File: config.mk
export PLATFORM = sky130hd
export DESIGN_NAME = shift_sequencer
export DESIGN_NICKNAME = d
export VERILOG_FILES = /design/src/rtl/shift_sequencer.sv
export SDC_FILE = /design/constraint.sdc
export NUM_CORES = 1
export LEC_CHECK = 0
export CAP_MARGIN = 20
export CORE_MARGIN = 2
export CORE_UTILIZATION = 54
export DETAILED_ROUTE_END_ITERATION = 16
export MAX_ROUTING_LAYER = met4
export PLACE_DENSITY = 0.85
export REMOVE_ABC_BUFFERS = 1
export SLEW_MARGIN = 20
export SYNTH_ARGS = -nofsm -noshare
export SYNTH_HDL_FRONTEND = slang
export SYNTH_SLANG_ARGS = --single-unit
export TNS_END_PERCENT = 20
File: constraint.sdc
create_clock -name clk -period 2.3 [get_ports clk]
set_clock_uncertainty 0.15 [all_clocks]
set_input_delay 0.23 -clock clk [delete_from_list [all_inputs] [get_ports clk]]
set_output_delay 0.23 -clock clk [all_outputs]
set_load 0.02 [all_outputs]
File: src/rtl/shift_sequencer.sv
`default_nettype none
// ----------------------------------------------------------------------------
// shift_sequencer: command front-end that runs multi-bit shifts as repeated
// one-bit passes through an external registered shift stage. Optional
// SHIFT_FLAGS_EN adds zero/carry flags.  Rev 1.0
// ----------------------------------------------------------------------------
module shift_sequencer #(
  parameter int DATA_W = 4,
  parameter int NREG   = 4,
  parameter int CNT_W  = 3
) (
  input  logic                    clk,
  input  logic                    rst_n,
  input  logic                    cmd_valid,
  output logic                    cmd_ready,
  input  logic                    cmd_wr,
  input  logic [$clog2(NREG)-1:0] cmd_addr,
  input  logic                    cmd_dir,
  input  logic [CNT_W-1:0]        cmd_cnt,
  input  logic [DATA_W-1:0]       cmd_data,
  output logic                    enable_sh,
  output logic                    reg_sh,
  output logic [DATA_W-1:0]       reg_sel,
  input  logic [DATA_W-1:0]       shifted_reg,
  output logic                    done,
  output logic [DATA_W-1:0]       result,
  input  logic [$clog2(NREG)-1:0] rd_addr,
  output logic [DATA_W-1:0]       rd_data
`ifdef SHIFT_FLAGS_EN
  ,
  output logic                    flag_z,
  output logic                    flag_c
`endif
);

  localparam int AW = $clog2(NREG);

  typedef enum logic [1:0] {IDLE, ISSUE, WAIT, WRBK} state_t;

  state_t              state_q, state_d;
  logic [DATA_W-1:0]   bank_q [NREG];
  logic [DATA_W-1:0]   bank_d [NREG];
  logic [DATA_W-1:0]   work_q, work_d;
  logic [CNT_W-1:0]    steps_q, steps_d;
  logic [AW-1:0]       addr_q, addr_d;
  logic                dir_q, dir_d;
  logic [DATA_W-1:0]   result_q, result_d;

  always_comb begin
    state_d  = state_q;
    bank_d   = bank_q;
    work_d   = work_q;
    steps_d  = steps_q;
    addr_d   = addr_q;
    dir_d    = dir_q;
    result_d = result_q;
    case (state_q)
      IDLE: begin
        if (cmd_valid) begin
          addr_d  = cmd_addr;
          dir_d   = cmd_dir;
          steps_d = cmd_cnt;
          // A load rides through WRBK as the working value, same as a shift result.
          work_d  = cmd_wr ? cmd_data : bank_q[cmd_addr];
          state_d = (cmd_wr || cmd_cnt == '0) ? WRBK : ISSUE;
        end
      end
      ISSUE: state_d = WAIT;
      WAIT: begin
        work_d  = shifted_reg;
        steps_d = steps_q - CNT_W'(1);
        state_d = (steps_q > CNT_W'(1)) ? ISSUE : WRBK;
      end
      WRBK: begin
        bank_d[addr_q] = work_q;
        result_d       = work_q;
        state_d        = IDLE;
      end
      default: state_d = IDLE;
    endcase
  end

  always_ff @(posedge clk or negedge rst_n) begin
    if (!rst_n) begin
      state_q  <= IDLE;
      work_q   <= '0;
      steps_q  <= '0;
      addr_q   <= '0;
      dir_q    <= 1'b0;
      result_q <= '0;
      for (int i = 0; i < NREG; i++) bank_q[i] <= '0;
    end else begin
      state_q  <= state_d;
      work_q   <= work_d;
      steps_q  <= steps_d;
      addr_q   <= addr_d;
      dir_q    <= dir_d;
      result_q <= result_d;
      bank_q   <= bank_d;
    end
  end

  assign cmd_ready = (state_q == IDLE);
  assign enable_sh = (state_q == ISSUE);
  assign reg_sh    = dir_q;
  assign reg_sel   = work_q;
  assign done      = (state_q == WRBK);
  // Result is presented during the done pulse and held afterwards.
  assign result    = done ? work_q : result_q;
  assign rd_data   = bank_q[rd_addr];

`ifdef SHIFT_FLAGS_EN
  logic carry_q, carry_d, flag_z_q, flag_z_d, flag_c_q, flag_c_d;

  always_comb begin
    carry_d  = carry_q;
    flag_z_d = flag_z_q;
    flag_c_d = flag_c_q;
    if (state_q == IDLE && cmd_valid) carry_d = 1'b0;
    // Each ISSUE captures the bit about to fall off; the last one wins.
    if (state_q == ISSUE) carry_d = dir_q ? work_q[DATA_W-1] : work_q[0];
    if (state_q == WRBK) begin
      flag_z_d = (work_q == '0);
      flag_c_d = carry_q;
    end
  end

  always_ff @(posedge clk or negedge rst_n) begin
    if (!rst_n) begin
      carry_q  <= 1'b0;
      flag_z_q <= 1'b0;
      flag_c_q <= 1'b0;
    end else begin
      carry_q  <= carry_d;
      flag_z_q <= flag_z_d;
      flag_c_q <= flag_c_d;
    end
  end

  assign flag_z = done ? (work_q == '0) : flag_z_q;
  assign flag_c = done ? carry_q : flag_c_q;
`endif

endmodule
`default_nettype wire

==> flow_summary.yaml, run 1 <==
timing:
  slew_headroom_pct: 65.3
  fin_crit_ps: 2260
  setup-tns-final_ps: 0
  rsz0062_at_grt: "false"
  setup_slack_ps: 35.2
  slew_viol_final: 0
  finalCritPeriodShare_pct: 98.5
  worstMarginPinSlew_ps: 508
  max_freq_mhz: 442
  hold_viol: 0
  finalSetupViolations: 0
critical_path:
  critPathCaptureType: "primary output"
  critical_path_class: "in2out"
  crit_required_ps: 1920
  crit_path_max_fanout: 2
  cp_slowest_cell: "clkdlybuf4s50_1"
  r2r-end: "reg_sel[0]$_DFFE_PN0P_"
  reg2reg_from: "state_q[1]$_DFFE_PN0P_"
  reg2reg_depth: 4
  cpMostUsedCell: "clkdlybuf4s50_1"
  rrSetupSlack_ps: 510
  crit_path_max_incr_delay_ps: 550
  cp_cell_sequence: "clkdlybuf4s50_1 > buf_4 > mux4_2 > clkdlybuf4s50_1"
  arrival_ps: 1880
  start_kind: "input pin"
power:
  peakVddDrop_uv: 815
  p_leak_nw: 1.00
  powerDensity_nw_per_um2: 1360
routing:
  wl_per_cell_um: 18.7
  routed_wl_um: 3890
  drc: 0
  vias: 1272
  drtIter0Drc: 62
  via_per_inst: 6.12
  first_pass_iters: 4
  postRouteAntennaNets: 0
min_path:
  hp-class: "in2async"
global_route:
  antenna_found_initial: 0
  grt_start_max_net_pins: 33
  grt_pass1_wl_um: 6360
  grt_pass1_vias: 1311
  grt.overflow.total: 0
  grt_usage_pct: 26.1
cts:
  path_clk_slew_ps: 100
  htree_num_levels: 2
  clock_sinks: 32
  hold_buffers: 0
  root_buffer: "clkbuf_4"
  clock_latency_ps: 330
  clockBufferDepth: 2
  tritoncts: "yes"
  cts_buffers: 5
  post_cts_buffers: 0
floorplan:
  rows: 20
  io_pins: 36
  core_area_um2: 3000
  die_area_um2: 3550
  die_w_um: 59.6
  initial_utilization_pct: 55.6
  die_h_um: 59.6
logic_synthesis:
  syn_avg_cell_area_um2: 12.7
  synth_cells: 132
  syn-cell-area_um2: 1670
  synth_warnings: 0
  seq_area_frac_synth_pct: 47.9
  ys_types: 30
  ys_seq_elements: 32
cells_and_area:
  stdcell_count: 208
  antenna_cells: 0
  fill_cells: 215
  syn_to_final_growth_pct: 30.2
  layout_common_cells: "dfrtp_1, clkdlybuf4s50_1, mux2_1"
  layout-drive-gt1-share_pct: 13.7
  nets: 196
placement:
  dp_cells: 200
  gp_congestion: 0.820
  post-place-ws_ps: 7.36
  port_buffers: 35
  dp_hpwl_um: 2960
run_status:
  status: "completed"
flow_run:
  maxCapViolations: 0
[critical path: cells and delay by family]
| family | cells | cell delay, ps |
|---|---|---|
| muxes | 1 | 490 |
| buffers and inverters | 3 | 1160 |
[sequential cells by signal, indices dropped and copies added, names as in the netlist]
register	cells
addr_q	2
result_q	4
steps_q	3
bank_q	16
reg_sel	4
state_q	2
reg_sh	1
[how the worst max path moves through the flow]
| stage | start | to | slack [ps] | depth (start not counted) |
|---|---|---|---|---|
| 2_1_floorplan | state_q[1]$_DFFE_PN0P_ | reg_sh$_DFFE_PN0P_ | 630 | 3 |
| 3_3_place_gp | rd_addr[0] | rd_data[3] | 40 | 4 |
| 3_5_place_dp | rd_addr[0] | rd_data[3] | 7 | 4 |
| 4_1_cts | rd_addr[0] | rd_data[1] | 10 | 4 |
| 5_1_grt | rd_addr[0] | rd_data[0] | 0.3 | 4 |
| 6_report | rd_addr[0] | rd_data[0] | 40 | 4 |
[logic make-up (layout without fill, tap and decap cells)]
family / after synthesis / after routing / share of synthesized area, %
mux: 35 / 35 / 26.9
buf+inv: 12 / 55 / 3.37
flops: 32 / 32 / 47.9
fa+ha+maj: 2 / 2 / 1.50
simple gates: 23 / 23 / 7.27
compound gates: 28 / 28 / 13.0
[metal layers]
| layer | GRT usage, % | up-vias | wire, um |
|---|---|---|---|
| met1 | 32.1 | 634 | 1610 |
| met5 | - | - | 0 |
| met4 | 12.7 | 0 | 107 |
| met2 | 40.8 | 37 | 2000 |
| li1 | - | 591 | - |
| met3 | 5.68 | 10 | 171 |
[power by group]
| part | internal [mW] | leakage (nW) | switching [mW] |
|---|---|---|---|
| clock | 0.288 | 0.0515 | 0.197 |
| combinational | 0.719 | 0.548 | 0.669 |
| sequential | 0.833 | 0.402 | 0.254 |
[synth_stat cells]
cell | count | area, um2
mux4_2 | 4 | 90.1
nor3_2 | 1 | 10.0
a22o_1 | 1 | 8.76
a21oi_1 | 5 | 25.0
o221a_1 | 1 | 11.3
ha_1 | 2 | 25.0
nand4b_1 | 2 | 17.5
dfrtp_1 | 32 | 801
buf_6 | 1 | 11.3
a221oi_1 | 1 | 8.76
clkbuf_1 | 2 | 7.51
o22a_1 | 1 | 8.76
mux2_1 | 23 | 259
nor2b_1 | 1 | 6.26
o21ai_0 | 1 | 5.00
a22oi_1 | 1 | 7.51
inv_1 | 6 | 22.5
and3b_1 | 1 | 8.76
mux2i_1 | 4 | 40.0
nand4_1 | 1 | 6.26
nand2b_1 | 3 | 18.8
nor2_1 | 7 | 26.3
o21ai_1 | 3 | 15.0
a221o_1 | 8 | 80.1
nand2_1 | 6 | 22.5
o22ai_1 | 2 | 12.5
nor3_1 | 1 | 5.00
a2111oi_0 | 4 | 35.0
mux2_4 | 4 | 60.1
buf_2 | 3 | 15.0
[final cells by class]
cell class	instances	area, um2	share of cell area (%)
sequential	32	801	36.8
clock inverter	1	30.0	1.38
timing repair buffer	41	399	18.4
multi-input combinational	88	816	37.5
clock buffer	7	65.1	2.99
inverter	6	22.5	1.04
tap	33	41.3	1.90
[what timing repair did]
item,in CTS,in global routing
gates cloned,0,0
setup endpoints to repair,1,6
resized for setup,1,3
pin swaps,0,0
[per-stage QoR]
stage / hold WS (ps) / util, % / total power [mW] / instance area [um2]
final: 129 / 72.4 / 2.96 / 2170
after global routing: 161 / 72.4 / 3.15 / 2170
after floorplan: -216 / - / 1.89 / 1640
after global placement: 321 / 69.0 / 2.40 / 2070
after detailed placement: 333 / 69.0 / 2.50 / 2070
after CTS: 145 / 72.2 / 2.97 / 2170
Power figures use the tool's default switching activity.
==> run 2, diff against run 1 <==
Settings changed: ABC_CLOCK_PERIOD_IN_PS set to 2300, CORE_MARGIN 2 to not set.
==> run 2 against run 1 <==
  * The flow now finishes with violations (DRC)
  * Combinational power is essentially flat
  * Maximum frequency up 0.75%
  * Via count rose by 0.94%
  * Worst setup slack better by 17 ps
  * Critical path depth stayed put
  * Highest routed layer unchanged
  * First-iteration DRC count shrank 4.8%
==> flow_summary.yaml, run 2 (synthesis results as in run 1) <==
placement:
  dp_cells: 198
  port_buffers: 35
  place_area_um2: 2070
  post-place-ws_ps: 44.9
  dp_hpwl_um: 2890
  gp_congestion: 0.793
global_route:
  grt_pass1_wl_um: 6390
  grt_usage_pct: 26.9
  grt.overflow.total: 0
  grt_start_max_net_pins: 33
  antenna_found_initial: 0
  grt_pass1_vias: 1339
critical_path:
  crit_family: "buffers and inverters"
  crit_path_max_incr_delay_ps: 550
  start_kind: "input pin"
  cpMostUsedCell: "clkdlybuf4s50_1"
  arrival_ps: 1870
  crit_path_max_fanout: 2
  cp_cell_sequence: "clkdlybuf4s50_1 > buf_4 > mux4_2 > clkdlybuf4s50_1"
  critical_path_class: "in2out"
  crit_required_ps: 1920
  reg2reg_depth: 4
  critPathCaptureType: "primary output"
  crit_buf_inv: 3
  cp_slowest_cell: "clkdlybuf4s50_1"
  path_depth: 4
flow_run:
  maxCapViolations: 0
cells_and_area:
  layout-drive-gt1-share_pct: 13.2
  fin_area_um2: 2140
  final_util_pct: 75.0
  final_common_cell: "clkdlybuf4s50_1"
  stdcell_count: 205
  syn_to_final_growth_pct: 28.2
  nets: 196
  top_register: "bank_q"
  antenna_cells: 0
  layout_common_cells: "clkdlybuf4s50_1, dfrtp_1, mux2_1"
  fill_cells: 197
  largest_register_ffs: 16
routing:
  vias: 1284
  drtIter0Drc: 59
  drc: 3
  wl_per_cell_um: 18.5
  via_per_inst: 6.26
  routed_wl_um: 3790
  postRouteAntennaNets: 0
  first_pass_iters: 10
power:
  powerDensity_nw_per_um2: 1330
  power.switching_mw: 1.11
  pwr-share-comb_pct: 49.3
  sw_frac_of_total_pct: 38.9
  peakVddDrop_uv: 618
  pwr-share-seq_pct: 38.1
  total_power_mw: 2.84
  p_int_mw: 1.73
  p_leak_nw: 0.971
  p_clk_share_pct: 12.6
floorplan:
  core_area_um2: 2850
  initial_utilization_pct: 58.6
  die_w_um: 57.6
  die_area_um2: 3320
  io_pins: 36
  die_h_um: 57.6
  rows: 19
timing:
  max_freq_mhz: 445
  finalSetupViolations: 0
  slew_viol_final: 0
  setup-tns-final_ps: 0
  slew_headroom_pct: 67.7
  finalCritPeriodShare_pct: 97.7
  setup_slack_ps: 52.1
  fin_crit_ps: 2250
  hold_viol: 0
  rsz0062_at_grt: "false"
  worst_hold_slack_ps: 138
  worstMarginPinSlew_ps: 482
cts:
  clock_sinks: 32
  tritoncts: "yes"
  path_clk_slew_ps: 100
  cts_buffers: 5
  root_buffer: "clkbuf_4"
  htree_num_levels: 2
  clock_latency_ps: 330
  clockBufferDepth: 2
  hold_buffers: 0
run_status:
  violations: "DRC"
  status: "finished with violations"
min_path:
  hp-class: "in2async"
-- run 2: cell count changes in the layout (fill, tap and decap cells not counted), sizes merged --
| cell | change |
|---|---|
| dlygate4sd2 | -1 |
| bufinv | -1 |
| clkdlybuf4s50 | +2 |
| dlymetal6s2s | -1 |
-- run 2: layer usage --
metal  vias to the layer above  share of wire (%)  track usage (%)
li1                        586                  -                -
met1                       641                 41             32.0
met2                        51                 51             45.7
met3                         6                7.0             6.92
met4                         0               0.85             6.97
met5                         -                  0                -
-- run 2: layout make-up --
type	count	area [um2]	area share, %
clock buffer	7	65.1	3.04
inverter	6	22.5	1.05
multi-input combinational	88	816	38.1
sequential	32	801	37.4
tap	31	38.8	1.81
timing repair buffer	41	398	18.6
-- run 2: path summary, 6_finish.rpt --
| check | startpoint | to | slack [ps] |
|---|---|---|---|
| setup / recovery | rd_addr[0] | rd_data[0] | 50 |
| hold / removal | rst_n | steps_q[2]$_DFFE_PN0P_ | 140 |
| setup reg to reg | state_q[1]$_DFFE_PN0P_ | reg_sel[3]$_DFFE_PN0P_ | 630 |
| hold reg to reg | result_q[2]$_DFF_PN0_ | result_q[2]$_DFF_PN0_ | 360 |
| max in group asynchronous | rst_n | addr_q[0]$_DFFE_PN0P_ | 1570 |
| min in group clk | cmd_dir | reg_sh$_DFFE_PN0P_ | 350 |
-- run 2: power groups by stage --
stage / sequential, mW / clock (mW) / combinational (mW)
global placement: 1.06 / 0 / 1.35
CTS: 1.07 / 0.364 / 1.41
floorplan: 1.10 / 0 / 0.798
finish: 1.08 / 0.358 / 1.40
detailed placement: 1.09 / 0 / 1.40
global route: 1.12 / 0.388 / 1.51
-- run 2: repair_timing --
action,4_1_cts,5_1_grt
setup buffers,0,0
endpoints found under the setup margin,0,5
hold endpoints to repair,0,0
resized for setup,0,2
